### src/rtl/mem_port_arbiter.sv
// Byte-wide external memory bus owner: arbitrates fetch and load/store ports,
// serialises each access into byte cycles and reassembles read data little-endian.
module mem_port_arbiter #(
  parameter logic [1:0] IO_HI     = 2'b11,
  parameter int         FETCH_LEN = 4
) (
  input  logic        clk_in,
  input  logic        rst_in,
  input  logic        rdy_in,
  input  logic        flush,
  input  logic        io_buffer_full,
  input  logic        i_req,
  input  logic [31:0] i_addr,
  output logic        i_done,
  output logic [31:0] i_rdata,
  input  logic        d_req,
  input  logic        d_wr,
  input  logic [31:0] d_addr,
  input  logic [2:0]  d_len,
  input  logic [31:0] d_wdata,
  output logic        d_done,
  output logic [31:0] d_rdata,
  input  logic [7:0]  mem_din,
  output logic [7:0]  mem_dout,
  output logic [31:0] mem_a,
  output logic        mem_wr
);

  localparam logic [2:0] FETCH_N = 3'(FETCH_LEN);

  typedef enum logic [1:0] {S_IDLE, S_RD, S_WR, S_DONE} state_t;

  state_t      state;
  logic        last_grant;
  logic        owner_d;
  logic [31:0] base_addr;
  logic [2:0]  len;
  logic [31:8] wdata_hi;
  logic [2:0]  cnt;
  logic [31:0] rbuf;

  logic        grant_i;
  logic        grant_d;
  logic [2:0]  d_n;
  logic [31:0] rbuf_next;
  logic [7:0]  wbyte;
  logic        io_stall;
  logic        io_stall_new;

  // last_grant: 0 = fetch port, 1 = data port; a tie goes to the other side
  always_comb begin
    grant_i = 1'b0;
    grant_d = 1'b0;
    if (!flush) begin
      if (i_req && d_req) begin
        if (last_grant) grant_i = 1'b1;
        else            grant_d = 1'b1;
      end else if (i_req) begin
        grant_i = 1'b1;
      end else if (d_req) begin
        grant_d = 1'b1;
      end
    end
  end

  always_comb begin
    case (d_len)
      3'd1:    d_n = 3'd1;
      3'd2:    d_n = 3'd2;
      default: d_n = 3'd4;
    endcase
  end

  // In cycle cnt the bus returns the byte addressed in cycle cnt-1
  always_comb begin
    rbuf_next = rbuf;
    case (cnt)
      3'd2:    rbuf_next[7:0]   = mem_din;
      3'd3:    rbuf_next[15:8]  = mem_din;
      3'd4:    rbuf_next[23:16] = mem_din;
      3'd5:    rbuf_next[31:24] = mem_din;
      default: ;
    endcase
  end

  always_comb begin
    wbyte = wdata_hi[31:24];
    case (cnt)
      3'd1:    wbyte = wdata_hi[15:8];
      3'd2:    wbyte = wdata_hi[23:16];
      default: ;
    endcase
  end

  assign io_stall     = (base_addr[17:16] == IO_HI) && io_buffer_full;
  assign io_stall_new = (d_addr[17:16] == IO_HI) && io_buffer_full;

  always_ff @(posedge clk_in or posedge rst_in) begin
    if (rst_in) begin
      state      <= S_IDLE;
      last_grant <= 1'b1;
      owner_d    <= 1'b0;
      base_addr  <= '0;
      len        <= '0;
      wdata_hi   <= '0;
      cnt        <= '0;
      rbuf       <= '0;
      i_done     <= 1'b0;
      i_rdata    <= '0;
      d_done     <= 1'b0;
      d_rdata    <= '0;
      mem_dout   <= '0;
      mem_a      <= '0;
      mem_wr     <= 1'b0;
    end else if (rdy_in) begin
      case (state)
        S_IDLE: begin
          if (grant_i || grant_d) begin
            owner_d    <= grant_d;
            last_grant <= grant_d;
            base_addr  <= grant_d ? d_addr : i_addr;
            len        <= grant_d ? d_n : FETCH_N;
            wdata_hi   <= d_wdata[31:8];
            rbuf       <= '0;
            cnt        <= 3'd1;
            mem_a      <= grant_d ? d_addr : i_addr;
            if (grant_d && d_wr) begin
              state    <= S_WR;
              mem_dout <= d_wdata[7:0];
              mem_wr   <= !io_stall_new;
            end else begin
              state <= S_RD;
            end
          end
        end

        S_RD: begin
          if (flush) begin
            state <= S_IDLE;
            mem_a <= '0;
          end else begin
            rbuf <= rbuf_next;
            if (cnt == len + 3'd1) begin
              state <= S_DONE;
              mem_a <= '0;
              if (owner_d) begin
                d_done  <= 1'b1;
                d_rdata <= rbuf_next;
              end else begin
                i_done  <= 1'b1;
                i_rdata <= rbuf_next;
              end
            end else begin
              cnt   <= cnt + 3'd1;
              mem_a <= (cnt < len) ? base_addr + 32'(cnt) : '0;
            end
          end
        end

        // A cycle with mem_wr=0 is an I/O stall: the byte is held, not advanced
        S_WR: begin
          if (mem_wr) begin
            if (cnt == len) begin
              state    <= S_DONE;
              d_done   <= 1'b1;
              mem_a    <= '0;
              mem_dout <= '0;
              mem_wr   <= 1'b0;
            end else begin
              cnt      <= cnt + 3'd1;
              mem_a    <= base_addr + 32'(cnt);
              mem_dout <= wbyte;
              mem_wr   <= !io_stall;
            end
          end else begin
            mem_wr <= !io_stall;
          end
        end

        S_DONE: begin
          i_done <= 1'b0;
          d_done <= 1'b0;
          state  <= S_IDLE;
        end

        default: state <= S_IDLE;
      endcase
    end
  end

endmodule

### config.mk
export PLATFORM = sky130hd
export DESIGN_NAME = mem_port_arbiter
export DESIGN_NICKNAME = d
export VERILOG_FILES = /design/src/rtl/mem_port_arbiter.sv
export SDC_FILE = /design/constraint.sdc
export NUM_CORES = 1
export LEC_CHECK = 0
export CAP_MARGIN = 15
export CORE_MARGIN = 3
export CORE_UTILIZATION = 51
export CTS_CLUSTER_DIAMETER = 200
export CTS_CLUSTER_SIZE = 24
export DETAILED_ROUTE_END_ITERATION = 7
export PLACE_DENSITY = 0.89
export SYNTH_ARGS = -nofsm -noshare
export SYNTH_HDL_FRONTEND = slang
export SYNTH_SLANG_ARGS = --single-unit
### constraint.sdc
create_clock -name clk_in -period 8.7 [get_ports clk_in]
set_input_delay 1.74 -clock clk_in [delete_from_list [all_inputs] [get_ports clk_in]]
set_output_delay 1.74 -clock clk_in [all_outputs]
set_load 0.02 [all_outputs]
# Yosys cells after proc, flatten, opt, wreduce, memory -nomap -nowiden
# Cells that the tools add are included.
[word_totals]
reg_bits = 205
n_memories = 0
mem_bits_rw = 0
latchBits = 0
word_cells = 130
out_inout_bits = 107
inputBits = 115
mem_bits_ro = 0
[classes]
add_sub_neg = 3
mul = 0
bitwise = 2
div = 0
n_mux = 60
shifts = 0
n_reduce_logical = 24
magnitude_cmp = 1
n_eq_ne = 25
[ops]
columns = ["cell", "count"]
rows = [
  ["$mux 32", 9],
  ["$pmux 32 s3", 1],
  ["$mux 8", 8],
  ["$pmux 32 s2", 1],
  ["$add 32x3->32", 1],
  ["$pmux 8 s2", 2],
  ["$reduce_and 5->1", 5],
  ["$mux 1", 21],
  ["$ne 2x2->1 const B", 10],
  ["$mux 3", 6],
  ["$reduce_and 7->1", 2],
  ["$mux 2", 6],
  ["$reduce_and 4->1", 3],
  ["$eq 3x2->1 const B", 3],
  ["$pmux 3 s3", 1],
  ["$eq 2x2->1 const B", 4],
  ["$pmux 2 s4", 1],
  ["$add 3x1->3 const B", 2],
  ["$eq 3x1->1 const B", 2],
  ["$eq 3x3->1", 2],
  ["$eq 3x3->1 const B", 2],
  ["$pmux 3 s2", 1],
  ["$reduce_bool 2->1", 3],
  ["$reduce_bool 3->1", 2],
  ["other kinds (11)", 17],
]

# Logic depth before layout (Yosys ltp)
# Gate-level depths: netlist of the first run.
[logic_depth]
ltp_word = 8
depth_mapped = 9
mapped_depth_nobuf = 8

# Worst setup path after synthesis of the first run
# No wires, ideal clock.
[synth_path]
path_type = "input to register"
startpoint = "input d_req"
endpoint = "register mem_a[23]"
stages = 7
t_required_ns = 8.574
arrival_time_ns = 3.155
setup_ns = 0.126
path_slack_ns = 5.419
path_buffers = 2
path_cell_list = "o21ba_2 -> o21ai_1 -> or2_1 -> buf_1 -> clkbuf_1 -> nor3_1 -> a221o_1"
[synth_between]
elab_chain_cells = 7
word_cells_on_any_way = 13
classes_between = "1 x eq/ne; 9 x mux; 3 x reduce/logical"
[synth_rtl]
columns = ["element", "line", "text"]
rows = [
  ["start: declaration", "16", "input logic d_req,"],
  ["$mux 1", "60", "end else if (d_req) begin"],
  ["$mux 1", "58", "end else if (i_req) begin"],
  ["$mux 1", "55", "if (i_req && d_req) begin"],
  ["$mux 1", "54", "if (!flush) begin"],
  ["$mux 32 or $logic_or 1x1->1 (tied branches)", "126, 118", ""],
  ["$mux 32 or $ne 2x2->1 (tied branches)", "--", ""],
  ["$pmux 32 s3 or $reduce_and 4->1 (tied branches)", "--", ""],
  ["end signal: assignment", "126", "mem_a <= grant_d ? d_addr : i_addr;"],
  ["end signal: assignment", "155", "mem_a <= (cnt < len) ? base_addr + 32'(cnt) : '0;"],
  ["end signal: assignment", "171", "mem_a <= base_addr + 32'(cnt);"],
  ["end: declaration", "25", "output logic [31:0] mem_a,"],
]
# Several ways; a longest one is shown, not always the timed one. The select of a mux whose other input is x is not followed.
# A chain may end at the register's enable or synchronous reset.

# Worst setup path after layout of the first run
[layout_path]
startpoint = "input flush"
endpoint = "register mem_dout[4]"
[layout_between]
elab_chain_cells = 4
word_cells_on_any_way = 7
classes_between = "2 x eq/ne; 2 x mux; 3 x reduce/logical"
[layout_rtl]
columns = ["element", "line", "text"]
rows = [
  ["start: declaration", "10", "input logic flush,"],
  ["$mux 1", "54", ""],
  ["$logic_and 1x1->1 or $logic_or 1x1->1 (tied branches)", "127, 118", ""],
  ["$ne 2x2->1 (no line)", "--", ""],
  ["$reduce_and 5->1 (no line) (*)", "--", ""],
  ["end signal: assignment", "129", "mem_dout <= d_wdata[7:0];"],
  ["end signal: assignment", "172", "mem_dout <= wbyte;"],
  ["end: declaration", "24", "output logic [7:0] mem_dout,"],
]
# Every way passes the cells marked *; elsewhere a longest branch is shown, timed or not.

==> results of run 1 <==
## cell usage after synthesis, types with 11 or more instances
library cell    n  area (µm²)
nand2_1       228         856
ha_1           18         225
nand3_1        20         100
mux2i_1        63         631
clkbuf_1       46         173
nor2_1         32         120
o21ai_0       146         731
xnor2_1        11        96.3
mux2_2         19         214
nor3_1         13        65.1
inv_1          33         124
o21a_1         14         105
dfrtp_1       204        5100
a21oi_1        33         165
## power by group through the flow
| stage | logic [W] | clock network, W | registers (W) |
|---|---|---|---|
| final | 0.00155 | 0.000588 | 0.00151 |
| after global placement | 0.00149 | 0 | 0.00150 |
| after CTS | 0.00156 | 0.000596 | 0.00150 |
| after global routing | 0.00171 | 0.000631 | 0.00154 |
| after detailed placement | 0.00155 | 0 | 0.00151 |
| after floorplan | 0.000849 | 0 | 0.00160 |
## path summary, 6_finish.rpt
kind                        startpoint           to  slack, ps  cells after the start
setup / recovery                 flush  mem_dout[4]       4520                      6
hold / removal             i_rdata[30]  i_rdata[30]        480                      2
max in group asynchronous       rst_in  mem_dout[2]       5390                      3
min in group asynchronous       rst_in  d_rdata[11]       1880                      2
hold reg to reg            i_rdata[30]  i_rdata[30]        480                      2
setup reg to reg                cnt[2]    mem_a[20]       5720                      6
## final cells by class
type,instances,area share
Sequential cell,205,0.404
Multi-Input combinational cell,737,0.352
Timing Repair Buffer,226,0.179
Clock buffer,17,0.0268
Tap cell,260,0.0256
Inverter,33,0.0104
Clock inverter,1,0.00128
Antenna cell,2,0.000395
## sequential cells by signal, indices dropped and copies added, names as in the netlist
register and count:
mem_wr 1, len 3, rbuf 32, mem_dout 8, d_done 1, cnt 3
base_addr 32, state 2, d_rdata 32, mem_a 32, owner_d 1, wdata_hi 24
i_rdata 32, last_grant 1, i_done 1
## metrics by stage
step	total power [W]	cells	hold WS (ps)	worst slack, ps	cell area [µm²]
final	0.00365	1481	485	4520	12700
after CTS	0.00365	1477	490	4530	12600
after global routing	0.00388	1481	512	4400	12700
after detailed placement	0.00306	1459	468	4030	12300
after floorplan	0.00245	1031	446	1370	9890
after global placement	0.00299	1459	458	4130	12300
## logic make-up after synthesis
family | Yosys count
AO/OA/AOI/OAI | 268
XOR/XNOR | 19
buffers and inverters | 89
AND/OR/NAND/NOR | 349
adder cells (fa/ha/maj) | 19
flip-flops | 205
multiplexers | 82
## critical path, stage by stage
cell	delay (ps)
clkdlybuf4s50_1	480
inv_1	130
and3_2	910
a31oi_1	250
nor3b_2	610
mux2_2	410
## metal layers
metal	vias to the layer above	share of wire	routed length (µm)	GRT usage
li1	3955	-	-	-
met1	4029	0.41	10500	0.300
met5	-	0.0010	27	0
met4	4	0.031	804	0.0850
met2	360	0.49	12500	0.404
met3	58	0.072	1850	0.0515
==> impl_metrics.toml, run 1 <==
[placed_design]
place.port_buffers = 221
dp_hpwl_um = 18200
gp_congestion = 0.832

[drt]
avgRoutedWirePerCell_um = 17.4
drcViolationCount = 0
wirelength_um = 25700
initialDrtViolationCount = 671
dr.pass1.iters = 5
avgViaCountPerCell = 5.68
ant_nets = 0
vias = 8406

[timing]
max_slew_margin = 0.197
fin_skew_ps = 15.4
hold_violations = 0
max_freq_mhz = 239
tns_ps = 0
grt_setup_unrepaired = "no"
worst_slew_pin_slew_ps = 1200
min_period_ps = 4180
slew_violations = 0
setup_violations = 0
fin_crit_sh = 0.480

[global_routing]
grt_pass1_wl_um = 41900
grt_start_max_net_pins = 136
track_usage = 0.237
grt_pass1_vias = 8390
antenna_found_initial = 4
grt_overflow = 0

[layout]
multi_input_area_mm2 = 0.00446
fin_util = 0.671
n_fill_cell = 1463
area_delta_synth_final_pct = 28.2
final_common_cell = "nand2_1"
mostFrequentLayoutCells = "nand2_1, clkdlybuf4s50_1, dfrtp_1, o21ai_0, mux2i_1"
drive_above_1_share = 0.0459
nNetsFinal = 1349
regArea_mm2 = 0.00513

[synthesis]
synth-seq-cells = 205
avgSynthCellArea_um2 = 9.60
synth_nets = 1165
synth_seq_area_share = 0.519
synth_compound_area_frac = 0.162
synth_simple_gate_area_frac = 0.155
synth_top_family_by_area = "compound AO/OA/AOI/OAI gates"
synth_edf_count = 0
synthXorXnorAreaFrac = 0.0191
synthAdderAreaFrac = 0.0248
yosysUniqueCellTypes = 61
synth_ff_type = "dfrtp_1"
synth_warnings = 0
syn_area_mm2 = 0.00989
synthArstFlopShare = 1.00
muxShareOfSynthArea = 0.0854
syn_inst = 1031

[setup_path]
worst-setup-path-type = "in -> reg"
cp-end-kind = "flop"
required_ps = 9060
crit_fanout = 36
worstSetupStartpointType = "primary input"
crit_arrival_ps = 4530

[status]
status = "finished, final reports clean"

[clock_network]
ctsResizeCount = 0
cts_max_path_buffers = 3
cts_buffers = 12
path_clk_slew_ps = 90
cts_tree = "yes"
clock_latency_ps = 470
cts_setup_buffers = 0
ctsHtreeMaxLevel = 1
cts-root-buf = "clkbuf_16"
clock-sinks = 205
postCtsHoldBufs = 0

[floorplan]
row_count = 50
fp.dieArea_mm2 = 0.0211
die_w_um = 145
core_mm2 = 0.0189
die_y_um = 145
initial_core_util = 0.524
ioPinCount = 222

[job]
drv_cap = 0

[pwr]
power_frac_seq = 0.413
leakage_nw = 5.52
p_per_area_mw_per_mm2 = 288
power_frac_comb = 0.426
switching_share = 0.394
clkPwrFrac = 0.161
p_sw_w = 0.00144
ir_drop_v = 0.000169
p_int_w = 0.00221

[min_path]
hold_path_class = "reg -> reg"
Note: power is estimated with default switching activity, not from simulation.
==> run 2, diff against run 1 <==
clock period = 4.4 ns   (was 8.7 ns; I/O delays follow)
==> impl_metrics.toml, run 2 (same netlist as run 1, synthesis figures left out) <==
[layout]
n_fill_cell = 1447
drive_above_1_share = 0.0491
area_delta_synth_final_pct = 28.5
regArea_mm2 = 0.00513
final_common_cell = "nand2_1"
mostFrequentLayoutCells = "nand2_1, clkdlybuf4s50_1, dfrtp_1, o21ai_0, mux2i_1"
final_area_mm2 = 0.0127
multi_input_area_mm2 = 0.00446
fin_util = 0.673
nNetsFinal = 1353

[timing]
max_freq_mhz = 342
grt_setup_unrepaired = "no"
hold_violations = 0
worst_slew_pin_slew_ps = 1180
tns_ps = 0
fin_skew_ps = 15.4
setup_violations = 0
min_period_ps = 2920
max_slew_margin = 0.212
fin_crit_sh = 0.664
slew_violations = 0

[pwr]
ir_drop_v = 0.000338
p_per_area_mw_per_mm2 = 570
leakage_nw = 5.53

[global_routing]
grt_pass1_wl_um = 43300
grt_overflow = 0
track_usage = 0.244
grt_pass1_vias = 8655
met2_usage = 0.423
use_met3 = 0.0397
grt_use_met1 = 0.314
grt_start_max_net_pins = 86
antenna_found_initial = 2
busiest_layer = "met2"

[floorplan]
die_w_um = 145
ioPinCount = 222
initial_core_util = 0.524
die_y_um = 145
row_count = 50
core_mm2 = 0.0189
fp.dieArea_mm2 = 0.0211

[drt]
avgViaCountPerCell = 5.72
vias = 8488
dr.pass1.iters = 5
drcViolationCount = 0
initialDrtViolationCount = 641
avgRoutedWirePerCell_um = 17.8
ant_nets = 0
wirelength_um = 26400

[clock_network]
ctsHtreeMaxLevel = 1
cts-root-buf = "clkbuf_16"
clock_latency_ps = 470
cts_buffers = 12
ctsResizeCount = 0
cts_setup_buffers = 0
cts_tree = "yes"
cts_max_path_buffers = 3
path_clk_slew_ps = 100
postCtsHoldBufs = 0
clock-sinks = 205

[placed_design]
dp_hpwl_um = 19300
place_area_mm2 = 0.0124
gp_congestion = 0.869
place.port_buffers = 221

[setup_path]
required_ps = 4750
crit_arrival_ps = 3270
crit_fanout = 12
worst-setup-path-type = "reg -> reg"
cp-end-kind = "flop"
worstSetupStartpointType = "flop"

[min_path]
hold_path_class = "reg -> reg"

[status]
status = "finished, final reports clean"

[job]
drv_cap = 0
## run 2: cell count changes in the layout (fill, tap and decap cells not counted)
cell,previous run,this run
buf_4,3,7
clkinvlp_4,0,1
diode_2,2,1
inv_8,1,0
## run 2: worst max-delay path, stage by stage (launching register included)
cell,delay [ps]
dfrtp_1,480
ha_1,210
inv_1,60
fa_1,410
nor2b_1,350
o2111ai_1,520
o31a_1,430
o21ai_0,240
a21oi_1,110
## run 2: report_power, final
group | internal [W] | switching (W) | leakage, nW | total, W
Combinational | 0.00136 | 0.00175 | 2.70 | 0.00310
Clock | 0.000550 | 0.000611 | 0.172 | 0.00116
Sequential | 0.00247 | 0.000503 | 2.66 | 0.00298
## run 2: final cells by class
type | instances | area share
repair buffers | 230 | 0.181
multi-input cells | 737 | 0.351
inverters | 33 | 0.0100
clock buffers | 17 | 0.0268
well taps | 260 | 0.0256
flip-flops and latches | 205 | 0.404
diodes | 1 | 0.000197
clock inverters | 1 | 0.00128
## run 2: through the flow
step	setup slack, ps	hold WS [ps]	power, W	cells
2_1_floorplan	863	446	0.00485	1031
3_3_place_gp	1320	458	0.00594	1465
3_5_place_dp	1250	463	0.00608	1465
4_1_cts	1500	486	0.00727	1483
5_1_grt	1230	510	0.00771	1484
6_report	1480	483	0.00724	1484
## run 2: final timing paths
| check | from | end | slack (ps) | cells after the start |
|---|---|---|---|---|
| setup / recovery | cnt[0] | mem_a[18] | 1480 | 8 |
| hold / removal | d_rdata[13] | d_rdata[13] | 480 | 2 |
| setup reg to reg | cnt[0] | mem_a[18] | 1480 | 8 |
| hold reg to reg | d_rdata[13] | d_rdata[13] | 480 | 2 |
| max in group asynchronous | rst_in | rbuf[8] | 2570 | 3 |
| min in group asynchronous | rst_in | d_rdata[11] | 920 | 2 |
## run 2: layer usage
metal	vias to the layer above	wire length, µm
li1	3966	-
met1	4147	10800
met2	314	13300
met3	59	1540
met4	2	824
met5	-	9
